$ cat src/rtl/ascii_uart_tx_pkg.sv
// Shared types and constants for the ASCII UART transmitter.
// ASCII_UART_TX_CRLF_EN adds a CR/LF tail to every character group.
package ascii_uart_tx_pkg;

  typedef enum logic [2:0] {
    IDLE,
    START_BIT,
    DATA,
    STOP_BIT,
    NEXT_CHAR
  } state_t;

  localparam logic [7:0] ASCII_CR = 8'h0D;
  localparam logic [7:0] ASCII_LF = 8'h0A;

  localparam int NUM_CHARS_BASE = 4;
  localparam int NUM_CHARS_CRLF = 6;

  // Character idx of a group: index 0 is the most significant byte of the hold register.
  function automatic logic [7:0] group_char(input logic [31:0] hold, input logic [2:0] idx);
    case (idx)
      3'd0:    group_char = hold[31:24];
      3'd1:    group_char = hold[23:16];
      3'd2:    group_char = hold[15:8];
      3'd3:    group_char = hold[7:0];
`ifdef ASCII_UART_TX_CRLF_EN
      3'd4:    group_char = ASCII_CR;
      3'd5:    group_char = ASCII_LF;
`endif
      default: group_char = 8'hFF;
    endcase
  endfunction

endpackage

$ cat src/rtl/uart_tx_bit_timer.sv
// Bit-period counter: bit_tick pulses on the last clk cycle of each UART bit.
// The count restarts from 0 whenever the timer is disabled or a bit ends.
module uart_tx_bit_timer #(
  parameter int CLKS_PER_BIT = 868
) (
  input  logic clk,
  input  logic rst,
  input  logic en,
  output logic bit_tick
);

  localparam int CNT_W = $clog2(CLKS_PER_BIT);
  localparam logic [CNT_W-1:0] LAST_CNT = CNT_W'(CLKS_PER_BIT - 1);

  logic [CNT_W-1:0] cnt;

  assign bit_tick = en && (cnt == LAST_CNT);

  // NOTE: sequential state uses non-blocking assignments so every flop samples pre-edge values.
  always_ff @(posedge clk) begin
    if (rst || !en || bit_tick) begin
      cnt <= '0;
    end else begin
      cnt <= cnt + 1'b1;
    end
  end

endmodule

$ cat src/rtl/ascii_uart_tx.sv
// Sends a group of ASCII characters from ascii_in as 8N1 UART frames, MSB byte first.
// Define ASCII_UART_TX_CRLF_EN to append CR and LF to every group.
module ascii_uart_tx
  import ascii_uart_tx_pkg::*;
#(
  parameter int CLKS_PER_BIT = 868,
  parameter int NUM_CHARS    = NUM_CHARS_BASE
) (
  input  logic        clk,
  input  logic        rst,
  input  logic [31:0] ascii_in,
  input  logic        ascii_valid,
  output logic        tx,
  output logic        busy,
  output logic        done,
  output logic        overrun
);

`ifdef ASCII_UART_TX_CRLF_EN
  localparam int TOTAL_CHARS = NUM_CHARS + (NUM_CHARS_CRLF - NUM_CHARS_BASE);
`else
  localparam int TOTAL_CHARS = NUM_CHARS;
`endif
  localparam logic [2:0] LAST_CHAR = 3'(TOTAL_CHARS - 1);

  state_t      state, state_d;
  logic [2:0]  bit_idx, bit_idx_d;
  logic [2:0]  char_idx, char_idx_d;
  logic [31:0] hold;
  logic [7:0]  cur_char;
  logic        valid_q, valid_edge;
  logic        timer_en, bit_tick;
  logic        tx_d, done_d, overrun_d;

  assign valid_edge = ascii_valid & ~valid_q;
  assign timer_en   = (state == START_BIT) || (state == DATA) || (state == STOP_BIT);
  assign busy       = (state != IDLE);

  uart_tx_bit_timer #(
    .CLKS_PER_BIT(CLKS_PER_BIT)
  ) u_bit_timer (
    .clk     (clk),
    .rst     (rst),
    .en      (timer_en),
    .bit_tick(bit_tick)
  );

  // NOTE: the hold register is an ordinary flop bank, not a memory, so it is cleared by reset like the rest.
  always_ff @(posedge clk) begin
    if (rst) begin
      state    <= IDLE;
      bit_idx  <= '0;
      char_idx <= '0;
      hold     <= '0;
      valid_q  <= 1'b0;
      tx       <= 1'b1;
      done     <= 1'b0;
      overrun  <= 1'b0;
    end else begin
      state    <= state_d;
      bit_idx  <= bit_idx_d;
      char_idx <= char_idx_d;
      valid_q  <= ascii_valid;
      if (state == IDLE && valid_edge) begin
        hold <= ascii_in;
      end
      tx       <= tx_d;
      done     <= done_d;
      overrun  <= overrun_d;
    end
  end

  // NOTE: every always_comb output gets a default first so no path leaves it unassigned (no latches).
  always_comb begin
    state_d    = state;
    bit_idx_d  = bit_idx;
    char_idx_d = char_idx;
    case (state)
      IDLE: begin
        bit_idx_d  = '0;
        char_idx_d = '0;
        if (valid_edge) state_d = START_BIT;
      end
      START_BIT: begin
        if (bit_tick) begin
          state_d   = DATA;
          bit_idx_d = '0;
        end
      end
      DATA: begin
        if (bit_tick) begin
          if (bit_idx == 3'd7) begin
            state_d   = STOP_BIT;
            bit_idx_d = '0;
          end else begin
            bit_idx_d = bit_idx + 3'd1;
          end
        end
      end
      STOP_BIT: begin
        if (bit_tick) state_d = NEXT_CHAR;
      end
      NEXT_CHAR: begin
        if (char_idx == LAST_CHAR) begin
          state_d    = IDLE;
          char_idx_d = '0;
        end else begin
          state_d    = START_BIT;
          char_idx_d = char_idx + 3'd1;
        end
      end
      default: state_d = IDLE;
    endcase
  end

  // tx is computed from the next state so the registered line changes together with the FSM.
  always_comb begin
    cur_char = group_char(hold, char_idx_d);
    case (state_d)
      START_BIT: tx_d = 1'b0;
      DATA:      tx_d = cur_char[bit_idx_d];
      default:   tx_d = 1'b1;
    endcase
    done_d    = (state == NEXT_CHAR) && (state_d == IDLE);
    overrun_d = valid_edge && (state != IDLE);
  end

endmodule

$ cat config.mk
export PLATFORM = sky130hd
export DESIGN_NAME = ascii_uart_tx
export DESIGN_NICKNAME = d
export VERILOG_FILES = /design/src/rtl/ascii_uart_tx_pkg.sv /design/src/rtl/uart_tx_bit_timer.sv /design/src/rtl/ascii_uart_tx.sv
export SDC_FILE = /design/constraint.sdc
export NUM_CORES = 1
export LEC_CHECK = 0
export CORE_MARGIN = 10
export CORE_UTILIZATION = 50
export CTS_BUF_LIST = sky130_fd_sc_hd__clkbuf_16
export DETAILED_ROUTE_END_ITERATION = 6
export GPL_TIMING_DRIVEN = 0
export PLACE_DENSITY = 0.83
export SYNTH_ARGS = -nofsm -noshare
export SYNTH_HDL_FRONTEND = slang
export SYNTH_SLANG_ARGS = --single-unit
$ cat constraint.sdc
create_clock -name clk -period 3.3 [get_ports clk]
set_input_delay 0.66 -clock clk [delete_from_list [all_inputs] [get_ports clk]]
set_output_delay 0.66 -clock clk [all_outputs]
set_load 0.01 [all_outputs]
# Word level (Yosys, flattened, before mapping)
# Index checks and enable logic that the tools add are counted.
# classes
n_reduce_logical	13
order_cmp	1
shift	0
bitwise	2
div_mod_pow	0
n_eq_ne	12
n_mux	17
n_mul	0
add_sub_neg	3
# ops
operator	count
$pmux 8 s4	1
$mux 3	9
$eq 3x2->1 const B	6
$pmux 3 s5	1
$add 10x1->10 const B	1
$eq 10x10->1 const B	1
$eq 3x1->1 const B	3
$logic_not 3->1	3
$pmux 3 s3	1
$add 3x1->3 const B	2
$eq 3x3->1 const B	2
$pmux 3 s2	1
$logic_and 1x1->1	4
$logic_or 1x1->1	4
$lt 3x4->1 const B	1
$bmux 1 s3	1
$reduce_bool 3->1	1
$mux 1	2
$pmux 1 s2	1
$and 1x1->1	1
$logic_not 1->1	1
$not 1->1	1
# word_totals
mem_bits_rw	0
input_bits	35
romBits	0
reg_bits	55
latch_bits	0
word_cells	57
memories	0
out_inout_bits	4

# Logic depth before layout (Yosys ltp)
# Gate-level depths: netlist of the first run.
# depth
ltp_word	9
ltp_mapped	10
mapped_depth_nobuf	9

# Modules after synthesis
# Synthesis of the first run repeated with hierarchy kept, for this count alone.
# unflattened
cells_unflattened	300
hier_area_um2	2532.4
# modules_own_cells
mod	area_per_inst_um2	cells_per_inst	n_inst	seq_area_each_um2
ascii_uart_tx	2083.2	251	1	900.9
uart_tx_bit_timer	449.2	49	1	200.2

# Worst setup path after synthesis of the first run
# OpenSTA, ideal clock, no wires.
# synth_path
path_kind	register to register
start	reg state[0]
end	reg tx
path_stages_with_launch	9
arrival_time_ps	2439
required_ps	3174
path_slack_ps	735
setup_ps	126
cell_sequence	dfxtp_1 or4_4 o31a_1 o31ai_4 nand2_4 mux2_4 a221oi_2 o221a_1 o211ai_2
# synth_between
elab_chain_cells	9
# synth_lines
element	line_no	source
start, declared	ascii_uart_tx.sv:26	state_t state, state_d;
start signal, assigned	ascii_uart_tx.sv:60	state <= state_d;
parallel branches: the longest is 8 deep, another holds $pmux 8 s4	-	
$pmux 1 s2 (*)	ascii_uart_tx.sv:119	case (state_d)
end signal, assigned	ascii_uart_tx.sv:67	tx <= tx_d;
end, declared	ascii_uart_tx.sv:13	output logic tx,
# Mark *: on every way between the ends. The select of a mux whose other input is x is not followed.
# A chain may end at the register's enable or synchronous reset.

# Worst setup path in the final report of the first run
# layout_path
start	reg char_idx[0]
end	reg tx
# layout_between
elab_chain_cells	8
# layout_lines
element	line_no	source
start, declared	ascii_uart_tx.sv:28	logic [2:0] char_idx, char_idx_d;
start signal, assigned	ascii_uart_tx.sv:62	char_idx <= char_idx_d;
$add 3x1->3 or $eq 3x2->1 (tied branches)	ascii_uart_tx.sv:109, ascii_uart_tx.sv:104	
$mux 3	ascii_uart_tx.sv:104	if (char_idx == LAST_CHAR) begin
$pmux 3 s2	ascii_uart_tx.sv:78	case (state)
$eq 3x2->1 (tied with other cells)	ascii_uart_tx_pkg.sv:21	case (idx)
$pmux 8 s4	ascii_uart_tx_pkg.sv:21	
$bmux 1 s3	ascii_uart_tx.sv:121	DATA: tx_d = cur_char[bit_idx_d];
$mux 1 (not written as such)	ascii_uart_tx.sv:121	
$pmux 1 s2 (*)	ascii_uart_tx.sv:119	
# Every way passes the cells marked *; elsewhere a longest branch is shown, timed or not. The select of a mux whose other input is x is not followed.

==> metrics, run 1 <==
Post-CTS Resized=0; Worst Max-Slew Pin Slew=895 ps; maximum clock frequency=0.341 GHz; Rows=26; Switching Share=0.245; average cell area after synthesis=8.22 um2; placed cell count=roughly 430; Vias=2,411; Routed WL per cell=15.0 um; Worst path top cell family by delay=simple AND/OR/NAND/NOR gates; count of cell types in the netlist=66; worst vdd ir=approximately 0.23 mV; Layout Area Growth over Synthesis=22.9%; synthesized instance count=321; nets@finish=404; RSZ-0062 raised after global routing=no; multi-input logic area=1440 um2; GP Congestion=~0.93; commonest cells after routing, fill and taps aside=76 x nand2_1, 55 x dfxtp_1, 37 x a21oi_1, 37 x clkdlybuf4s50_1, 20 x nor2_1; status=finished, final reports clean; fin crit period=2930 ps; P per Cell Area=428 nW/um2; # hold bufs at CTS=0; sequential share of power=0.510; Ant. Diodes=0; slew margin rel.=0.402; final hold vios=0; setup slack, reg-to-reg=~370 ps; Post-Layout Inst Area=3250 um2; DRC violations left=0; GRT Total Usage=0.155; WL final=6560 um; Psw=between 0.3 and 0.4 mW; total negative slack=0 ps; CP arrival=3150 ps; Hold Path End=overrun$_SDFF_PP0_; synth warn=0; Root Buffer Master=clkbuf_16; CP peak stage delay=630 ps; Seq. cell area=1100 um2; Clock Skews=7.36 ps; Critical Path Sink Type=flop; Non-Filler Instances=approximately 440; Pwr Total=1.39 mW; fillers=between 400 and 500; hold_ws=447 ps; endpoints failing setup=0; Post-synth EDFFs=0; Final Max Tran Viols=0; placed cell areas=3100 um2; CP max-delay cell=or4b_2; combinational share of power=0.107; total congestion overflow=0; r2r endpoint=tx$_SDFF_PP1_; Initial DRC Count=143; Die Y=between 90 and 100 um; Post-synth top flop=dfxtp_1; DIE AREA=8590 um2; post-detail-place hpwl=4850 um; Tightest Hold Check Type=reg2reg; r2r worst-path depth=9; clk_lat worst skew=approximately 300 ps; Int Pwr=1.05 mW; synthesis-stage register bit count=55; Max-cap violations=0; asr flop ratio synth=0; drt via density=5.53; fin crit share=0.889; leakage power=1.19 nW; min-delay src=valid_q$_SDFF_PP0_; CTS Buf Count=5; worst path cell trace=clkbuf_1, or4b_2, o22ai_1, o21a_1, a22oi_1, and4_2, or3_1, o221a_1, o211ai_2; H-tree levels=2; Syn Nets=360; core area=~5000 um2; post-synthesis sequential area ratio=0.417; die extent in x=92.7 um; Routed Antenna Nets=0; Required @ worst endpoint=3520 ps; CP Buf/Inv Count=1; WHS Path Cells=1; number of global-route vias before repair=around 2,400; postcts setup bufs=0; CP Launch Type=flop; first-pass GRT wire length=roughly 11,000 um; largest net degree at the start of global routing=19; initial antenna violation count=0; First-pass DRT Iterations=7; Worst-path clk slew=70 ps; CTS tree=done; crit-path max FO=9; Clock Path Buffers=2; Clk pwr share=0.383; critical path class=reg2reg; share of layout cells above drive strength 1=0.0765; starting density of the core=0.517; RR Startpoint=char_idx[0]$_SDFF_PP0_; Top Ports=39; synthesized area=2640 um2; port bufs=37; commonest non-fill, non-tap cell in the layout=nand2_1; clk sinks=55
==> worst register-to-register path, stage by stage, from the launching register on <==
cell and delay (ps):
dfxtp_1 330, clkbuf_1 310, or4b_2 630, o22ai_1 290, o21a_1 280, a22oi_1 110
and4_2 240, or3_1 340, o221a_1 150, o211ai_2 180
==> routing by layer <==
| metal | GRT usage | wire length (um) | share of wire |
|---|---|---|---|
| met2 | 0.271 | 3210 | 0.49 |
| met5 | 0 | 0 | 0 |
| met4 | 0.0733 | 168 | 0.026 |
| met3 | 0.0363 | 335 | 0.051 |
| met1 | 0.175 | 2840 | 0.43 |
==> cells by family after synthesis <==
| family | synth area share |
|---|---|
| DFF | 0.417 |
| and+or+nand+nor | 0.265 |
| AOI/OAI and AO/OA | 0.199 |
| xor gates and xnor gates | 0.0365 |
| muxes | 0.0265 |
| buffers and inverters | 0.0374 |
| adders and majority gates | 0.0190 |
==> worst max-delay path by stage <==
stage	start	endpoint	slack [ps]	depth (start not counted)
4_1_cts	state[0]$_SDFF_PP0_	tx$_SDFF_PP1_	400	8
6_report	char_idx[0]$_SDFF_PP0_	tx$_SDFF_PP1_	370	9
3_3_place_gp	state[0]$_SDFF_PP0_	tx$_SDFF_PP1_	430	8
5_1_grt	char_idx[0]$_SDFF_PP0_	tx$_SDFF_PP1_	210	9
3_5_place_dp	state[0]$_SDFF_PP0_	tx$_SDFF_PP1_	430	8
2_1_floorplan	state[0]$_SDFF_PP0_	tx$_SDFF_PP1_	740	8
==> final cells by class <==
class | count | area share
Timing Repair Buffer | 37 | 0.114
Tap cell | 70 | 0.0270
Inverter | 6 | 0.00694
Clock inverter | 3 | 0.00694
Buffer | 18 | 0.0235
Multi-Input combinational cell | 242 | 0.444
Clock buffer | 5 | 0.0386
Sequential cell | 55 | 0.339
==> power by group through the flow <==
| stage | clock, mW | sequential (mW) | combinational, mW |
|---|---|---|---|
| 2_1_floorplan | 0 | 0.718 | 0.0812 |
| 3_3_place_gp | 0 | 0.722 | 0.145 |
| 3_5_place_dp | 0 | 0.723 | 0.148 |
| 4_1_cts | 0.541 | 0.708 | 0.149 |
| 5_1_grt | 0.564 | 0.711 | 0.167 |
| 6_report | 0.533 | 0.709 | 0.148 |
==> cells in the mapped netlist, types with 4 or more instances <==
cell	n	area, um2
nand3_1	7	35.0
nor3_1	4	20.0
dfxtp_1	55	1100
nand2_1	76	285
o211ai_1	4	30.0
xor2_1	7	61.3
inv_1	6	22.5
o31a_1	4	35.0
ha_1	4	50.1
mux2_2	4	45.0
nor2_1	20	75.1
and3_1	5	31.3
and2_1	5	31.3
clkbuf_1	15	56.3
xnor2_1	4	35.0
a21oi_1	37	185
==> sequential cells by signal (all words and copies together), names as in the netlist <==
register,count
done,1
hold,32
overrun,1
char_idx,3
valid_q,1
u_bit_timer.cnt,10
bit_idx,3
tx,1
state,3
==> through the flow <==
step / utilization / worst slack, ps
floorplan: - / 735
global placement: 0.607 / 432
detailed placement: 0.607 / 431
CTS: 0.635 / 402
global route: 0.635 / 213
finish: 0.635 / 367
Note: power is estimated with default switching activity, not from simulation.
==> run 2, diff against run 1 <==
--- a/config.mk
+++ b/config.mk
@@ -5,12 +5,13 @@
 export SDC_FILE = /design/constraint.sdc
 export NUM_CORES = 1
 export LEC_CHECK = 0
+export ABC_AREA = 1
 export CORE_MARGIN = 10
-export CORE_UTILIZATION = 50
+export CORE_UTILIZATION = 54
 export CTS_BUF_LIST = sky130_fd_sc_hd__clkbuf_16
 export DETAILED_ROUTE_END_ITERATION = 6
 export GPL_TIMING_DRIVEN = 0
-export PLACE_DENSITY = 0.83
+export PLACE_DENSITY = 0.89
 export SYNTH_ARGS = -nofsm -noshare
 export SYNTH_HDL_FRONTEND = slang
 export SYNTH_SLANG_ARGS = --single-unit
==> metrics, run 2 <==
worst path cell trace=inv_1, nand2_1, nor2_1, inv_1, clkdlybuf4s50_1 (was clkbuf_1, or4b_2, o22ai_1, o21a_1, a22oi_1, and4_2, or3_1, o221a_1, o211ai_2); post-detail-place hpwl=4670 um (was 4850 um); RSZ-0062 raised after global routing=no (unchanged); top-count cell post-synth=nor2_1 (was nand2_1); Worst-path clk slew=70 ps (about the same); WL final=6070 um (was 6560 um); total negative slack=0 ps (unchanged); pre-CTS setup slack=727 ps (was 431 ps); Non-Filler Instances=493 (was 436); Initial DRC Count=137 (was 143); Required @ worst endpoint=2640 ps (was 3520 ps); biggest regs=hold (32), u_bit_timer.cnt (10) (unchanged); DIE AREA=8080 um2 (was 8590 um2); register name with the most flops=hold (unchanged); clk sinks=55 (unchanged); placed cell count=485 (was 428); count of cell types in the netlist=35 (was 66); Ant. Diodes=0 (unchanged); worst vdd ir=0.259 mV (was 0.230 mV); Worst path most repeated cell=inv_1; Clock Path Buffers=2 (unchanged); post-synthesis sequential area ratio=0.417 (about the same); drt via density=5.01 (was 5.53); fin crit period=2360 ps (was 2930 ps); status=finished, final reports clean (unchanged); commonest non-fill, non-tap cell in the layout=nor2_1 (was nand2_1); first-pass GRT wire length=10,400 um (was 11,100 um); average cell area after synthesis=6.94 um2 (was 8.22 um2); maximum clock frequency=0.424 GHz (was 0.341 GHz); Root Buffer Master=clkbuf_16 (unchanged); port bufs=38 (was 37); nets@finish=464 (was 404); number of flip-flops in the largest register=32 (unchanged); CP peak stage delay=540 ps (was 630 ps); First-pass DRT Iterations=4 (was 7); H-tree levels=2 (unchanged); hold_ws=454 ps (was 447 ps); critical path class=reg2out (was reg2reg); crit-path max FO=5 (was 9); most instantiated cells after synthesis=95 x nor2_1, 73 x nand2_1, 55 x dfxtp_1 (was 76 x nand2_1, 55 x dfxtp_1, 37 x a21oi_1); synthesized instance count=380 (was 321); starting density of the core=0.559 (was 0.517); number of global-route vias before repair=2,449 (was 2,408); postcts setup bufs=0 (unchanged); total congestion overflow=0 (unchanged); Routed Antenna Nets=0 (unchanged); commonest cells after routing, fill and taps aside=95 x nor2_1, 73 x nand2_1, 55 x dfxtp_1 (was 76 x nand2_1, 55 x dfxtp_1, 37 x a21oi_1, 37 x clkdlybuf4s50_1, 20 x nor2_1); largest net degree at the start of global routing=17 (was 19); CTS Buf Count=5 (unchanged); asr flop ratio synth=0 (unchanged); Die Y=89.9 um (was 92.7 um); Layout Area Growth over Synthesis=23.8% (was 22.9%); Clock Skews=2.02 ps (was 7.36 ps); Worst Max-Slew Pin Slew=449 ps (was 895 ps); Post-synth EDFFs=0 (unchanged); synthesized area=2640 um2 (about the same); GP Congestion=0.980 (was 0.930); CP arrival=1700 ps (was 3150 ps); CP Launch Type=flop (unchanged); CTS tree=done (unchanged); synthesis-stage register bit count=55 (unchanged); CP max-delay cell=clkdlybuf4s50_1 (was or4b_2); Routed WL per cell=12.3 um (was 15.0 um); P per Cell Area=449 nW/um2 (was 428 nW/um2); final hold vios=0 (unchanged); initial antenna violation count=0 (unchanged); fin crit share=0.714 (was 0.889); Synth top area share=0.417 (about the same); die extent in x=89.9 um (was 92.7 um); Final Max Tran Viols=0 (unchanged); Post-Layout Inst Area=3270 um2 (was 3250 um2); endpoints failing setup=0 (unchanged); Pwr Total=1.47 mW (was 1.39 mW); GRT Total Usage=0.148 (was 0.155); core area=4720 um2 (was 5110 um2); library cell with the largest summed area after synthesis=dfxtp_1 (unchanged); placed cell areas=3100 um2 (about the same); clk_lat worst skew=290 ps (was 300 ps); leakage power=1.43 nW (was 1.19 nW); Critical Path Sink Type=primary output (was flop); Vias=2,470 (was 2,411); # hold bufs at CTS=0 (unchanged); synth warn=0 (unchanged); Post-synth top flop=dfxtp_1 (unchanged); Rows=25 (was 26); Max-cap violations=0 (unchanged); Tightest Hold Check Type=reg2reg (unchanged); final core utilization=0.692 (was 0.635); Post-CTS Resized=0 (unchanged); Top Ports=39 (unchanged); Syn Nets=419 (was 360); slew margin rel.=0.701 (was 0.402); Synth area leaders=dfxtp_1 42%, nor2_1 14%, nand2_1 10% (was dfxtp_1 42%, nand2_1 11%, a21oi_1 7.0%); share of layout cells above drive strength 1=0.0845 (was 0.0765); DRC violations left=0 (unchanged); fin worst setup slack=944 ps (was 367 ps)
run 2: cell types whose count changed after synthesis, moves of 7 or more:
cell,before,now
nor2_1,20,95
a21oi_1,37,6
o21ai_0,3,34
inv_1,6,30
nand4_1,1,10
clkbuf_1,15,8
run 2: worst max-delay path: cells and delay by family (launching register included):
| kind | cells | cell delay, ps |
|---|---|---|
| buffers and inverters | 3 | 720 |
| flip-flops | 1 | 460 |
| AND/OR/NAND/NOR | 2 | 230 |
run 2: routing by layer:
metal | vias up | wire length [um] | GRT usage | share of wire
li1 | 1296 | - | - | -
met1 | 1093 | 2590 | 0.157 | 0.43
met2 | 68 | 3080 | 0.272 | 0.51
met3 | 13 | 273 | 0.0382 | 0.045
met4 | 0 | 126 | 0.0610 | 0.021
met5 | - | 0 | 0 | 0
run 2: path summary, 6_finish.rpt:
path	startpoint	end	slack, ps	cells past startpoint
max	state[0]$_SDFF_PP0_	busy	940	5
min	hold[22]$_SDFFE_PP0P_	hold[22]$_SDFFE_PP0P_	450	2
max reg2reg	bit_idx[0]$_SDFF_PP0_	tx$_SDFF_PP1_	1200	13
min reg2reg	hold[22]$_SDFFE_PP0P_	hold[22]$_SDFFE_PP0P_	450	2
run 2: logic make-up after synthesis:
logic type,synth area share
AOI/OAI and AO/OA,0.114
xor gates and xnor gates,0.00996
adders and majority gates,0.0190
buffers and inverters,0.0706
DFF,0.417
and+or+nand+nor,0.369
run 2: report_power, final:
part | internal [mW] | total (mW) | switching [mW]
Clock | 0.354 | 0.584 | 0.229
Combinational | 0.0756 | 0.161 | 0.0853
Sequential | 0.702 | 0.723 | 0.0208
run 2: cell type report:
cell class	count	area, um2
Clock inverter	3	38.8
Sequential cell	55	1100
Clock buffer	5	125
Inverter	35	131
Tap cell	67	83.8
Multi-Input combinational cell	278	1350
Buffer	12	55.1
Timing Repair Buffer	38	380
Fill cell	396	1460
==> run 3, diff against run 2 <==
--- a/config.mk
+++ b/config.mk
@@ -7,11 +7,11 @@
 export LEC_CHECK = 0
 export ABC_AREA = 1
 export CORE_MARGIN = 10
-export CORE_UTILIZATION = 54
+export CORE_UTILIZATION = 48
 export CTS_BUF_LIST = sky130_fd_sc_hd__clkbuf_16
 export DETAILED_ROUTE_END_ITERATION = 6
 export GPL_TIMING_DRIVEN = 0
-export PLACE_DENSITY = 0.89
+export PLACE_DENSITY = 0.84
 export SYNTH_ARGS = -nofsm -noshare
 export SYNTH_HDL_FRONTEND = slang
 export SYNTH_SLANG_ARGS = --single-unit
==> constraint.sdc (replaced) <==
create_clock -name clk -period 1.9 [get_ports clk]
set_input_delay 0.38 -clock clk [delete_from_list [all_inputs] [get_ports clk]]
set_output_delay 0.38 -clock clk [all_outputs]
set_load 0.01 [all_outputs]
==> metrics, run 3 (same netlist as run 2, synthesis figures left out) <==
status=finished with violations (was finished, final reports clean); WL final=7090 um (was 6070 um); Critical Path Sink Type=flop (was primary output); top sig layer=met4 (unchanged); total negative slack=-160 ps (was 0 ps); DRC violations left=0 (unchanged); die extent in x=94.1 um (was 89.9 um); crit-path max FO=4 (was 5); Initial DRC Count=222 (was 137); register name with the most flops=hold (unchanged); CTS tree=done (unchanged); GRT Total Usage=0.153 (was 0.148); fin worst setup slack=-160 ps (was 944 ps); commonest non-fill, non-tap cell in the layout=nor2_1 (unchanged); final hold vios=0 (unchanged); Pwr Total=2.43 mW (was 1.47 mW); CP Launch Type=flop (unchanged); Ant. Diodes=0 (unchanged); WHS Path Cells=1 (was 2); initial antenna violation count=0 (unchanged); biggest regs=hold (32), u_bit_timer.cnt (10) (unchanged); number of flip-flops in the largest register=32 (unchanged); Final Max Tran Viols=0 (unchanged); Post-Route M1 WL=2830 um (was 2590 um); Layout Area Growth over Synthesis=33.0% (was 23.8%); DIE AREA=8860 um2 (was 8080 um2); number of global-route vias before repair=2,564 (was 2,449); fin crit period=2060 ps; clk sinks=55 (unchanged); Die Y=94.1 um (was 89.9 um); Routed WL per cell=14.0 um (was 12.3 um); Worst-path clk slew=70 ps (about the same); Post-Layout Inst Area=3510 um2 (was 3270 um2); Rows=26 (was 25); fillers=431 (was 396); Clock Path Buffers=2 (unchanged); placed cell areas=3110 um2 (was 3100 um2); port bufs=38 (unchanged); nets@finish=475 (was 464); worst vdd ir=0.431 mV (was 0.259 mV); Non-Filler Instances=507 (was 493); RSZ-0062 raised after global routing=yes (was no); Worst Max-Slew Pin Slew=466 ps (was 449 ps); starting density of the core=0.507 (was 0.559); Tightest Hold Check Type=reg2reg (unchanged); post-detail-place hpwl=4590 um (was 4670 um); core area=5200 um2 (was 4720 um2); met3 WL post-DR=476 um (was 273 um); Detail Route met2 WL=3440 um (was 3080 um); critical path class=reg2reg (was reg2out); Routed Antenna Nets=0 (unchanged); Vias=2,666 (was 2,470); total congestion overflow=0 (unchanged); endpoints failing setup=1 (was 0); first-pass GRT wire length=11,100 um (was 10,400 um); CTS Buf Count=5 (unchanged); hold_ws=430 ps (was 454 ps); drt via density=5.26 (was 5.01); H-tree levels=2 (unchanged); Clock Skews=7.52 ps (was 2.02 ps); Top Ports=39 (unchanged); placed cell count=488 (was 485); GP Congestion=0.868 (was 0.980); fin crit share=1.08; Max-cap violations=0 (unchanged); P per Cell Area=691 nW/um2 (was 449 nW/um2); commonest cells after routing, fill and taps aside=92 x nor2_1, 61 x nand2_1, 48 x dfxtp_1 (was 95 x nor2_1, 73 x nand2_1, 55 x dfxtp_1); maximum clock frequency=0.485 GHz; Root Buffer Master=clkbuf_16 (unchanged); slew margin rel.=0.689 (was 0.701); r2r worst-path depth=15 (was 13); largest net degree at the start of global routing=20 (was 17); First-pass DRT Iterations=4 (unchanged); leakage power=1.54 nW (was 1.43 nW); clk_lat worst skew=290 ps (about the same); failing checks=setup timing; Required @ worst endpoint=2090 ps (was 2640 ps); share of layout cells above drive strength 1=0.199 (was 0.0845); CP arrival=2250 ps (was 1700 ps)
run 3: cell count changes in the layout (fill, tap and decap cells not counted), moves of 3 or more:
cell and delta:
inv_2 +4, dfxtp_2 +6, clkbuf_1 -3, dfxtp_1 -7, nand2_2 +10, buf_4 +11, nand3_2 +4, nand2_1 -12
nand3_1 -6, ha_1 -4, nor2_4 +4, nor2_1 -3, ha_2 +3
run 3: worst paths after layout:
kind,startpoint,slack (ps),end
worst max-delay path,char_idx[1]$_SDFF_PP0_,-160,tx$_SDFF_PP1_
worst min-delay path,u_bit_timer.cnt[0]$_SDFF_PP0_,430,u_bit_timer.cnt[0]$_SDFF_PP0_
worst min register to register,u_bit_timer.cnt[0]$_SDFF_PP0_,430,u_bit_timer.cnt[0]$_SDFF_PP0_
worst max register to register,char_idx[1]$_SDFF_PP0_,-160,tx$_SDFF_PP1_
run 3: what timing repair did:
| item | 4_1_cts | 5_1_grt |
|---|---|---|
| pin swaps | 5 | 25 |
| hold buffers | 0 | 0 |
| buffers inserted | 6 | 6 |
| endpoints found under the setup margin | 30 | 28 |
| gates resized for setup | 18 | 40 |
run 3: metal layers:
layer  up-vias  track usage
met5         -            0
met4         0       0.0582
met3        32       0.0488
met2        92        0.268
met1      1223        0.167
li1       1319            -
run 3: layout make-up:
class                      instances  area (um2)  share of cell area
clock buffer                       5         125              0.0356
multi-input combinational        278        1520               0.432
tap                               70        87.6              0.0249
clock inverter                     3        12.5             0.00356
buffer                            11        51.3              0.0146
sequential                        55        1110               0.317
timing repair buffer              50         473               0.135
inverter                          35         133              0.0378
run 3: report_power, final:
group	internal (mW)	switching, mW
logic	0.136	0.166
clock network	0.477	0.390
registers	1.22	0.0370
run 3: critical path, cell delays in order (launching register included):
cell and delay (ps):
dfxtp_2 340, ha_4 240, a21boi_2 150, nand2_2 110
nand2_4 80, buf_4 140, nand4_1 100, nand2_1 90
nor2_1 150, nand2_1 80, nand3_1 90, nand2_1 50
nand2_1 100, nand3_2 110, nand2_1 80, nand2_1 40
run 3: metrics by stage:
step                      setup slack, ps   util
after floorplan                      76.6      -
after global placement               -341  0.597
after detailed placement             -353  0.597
after CTS                           -32.9  0.641
after global routing                 -262  0.675
final                                -160  0.675
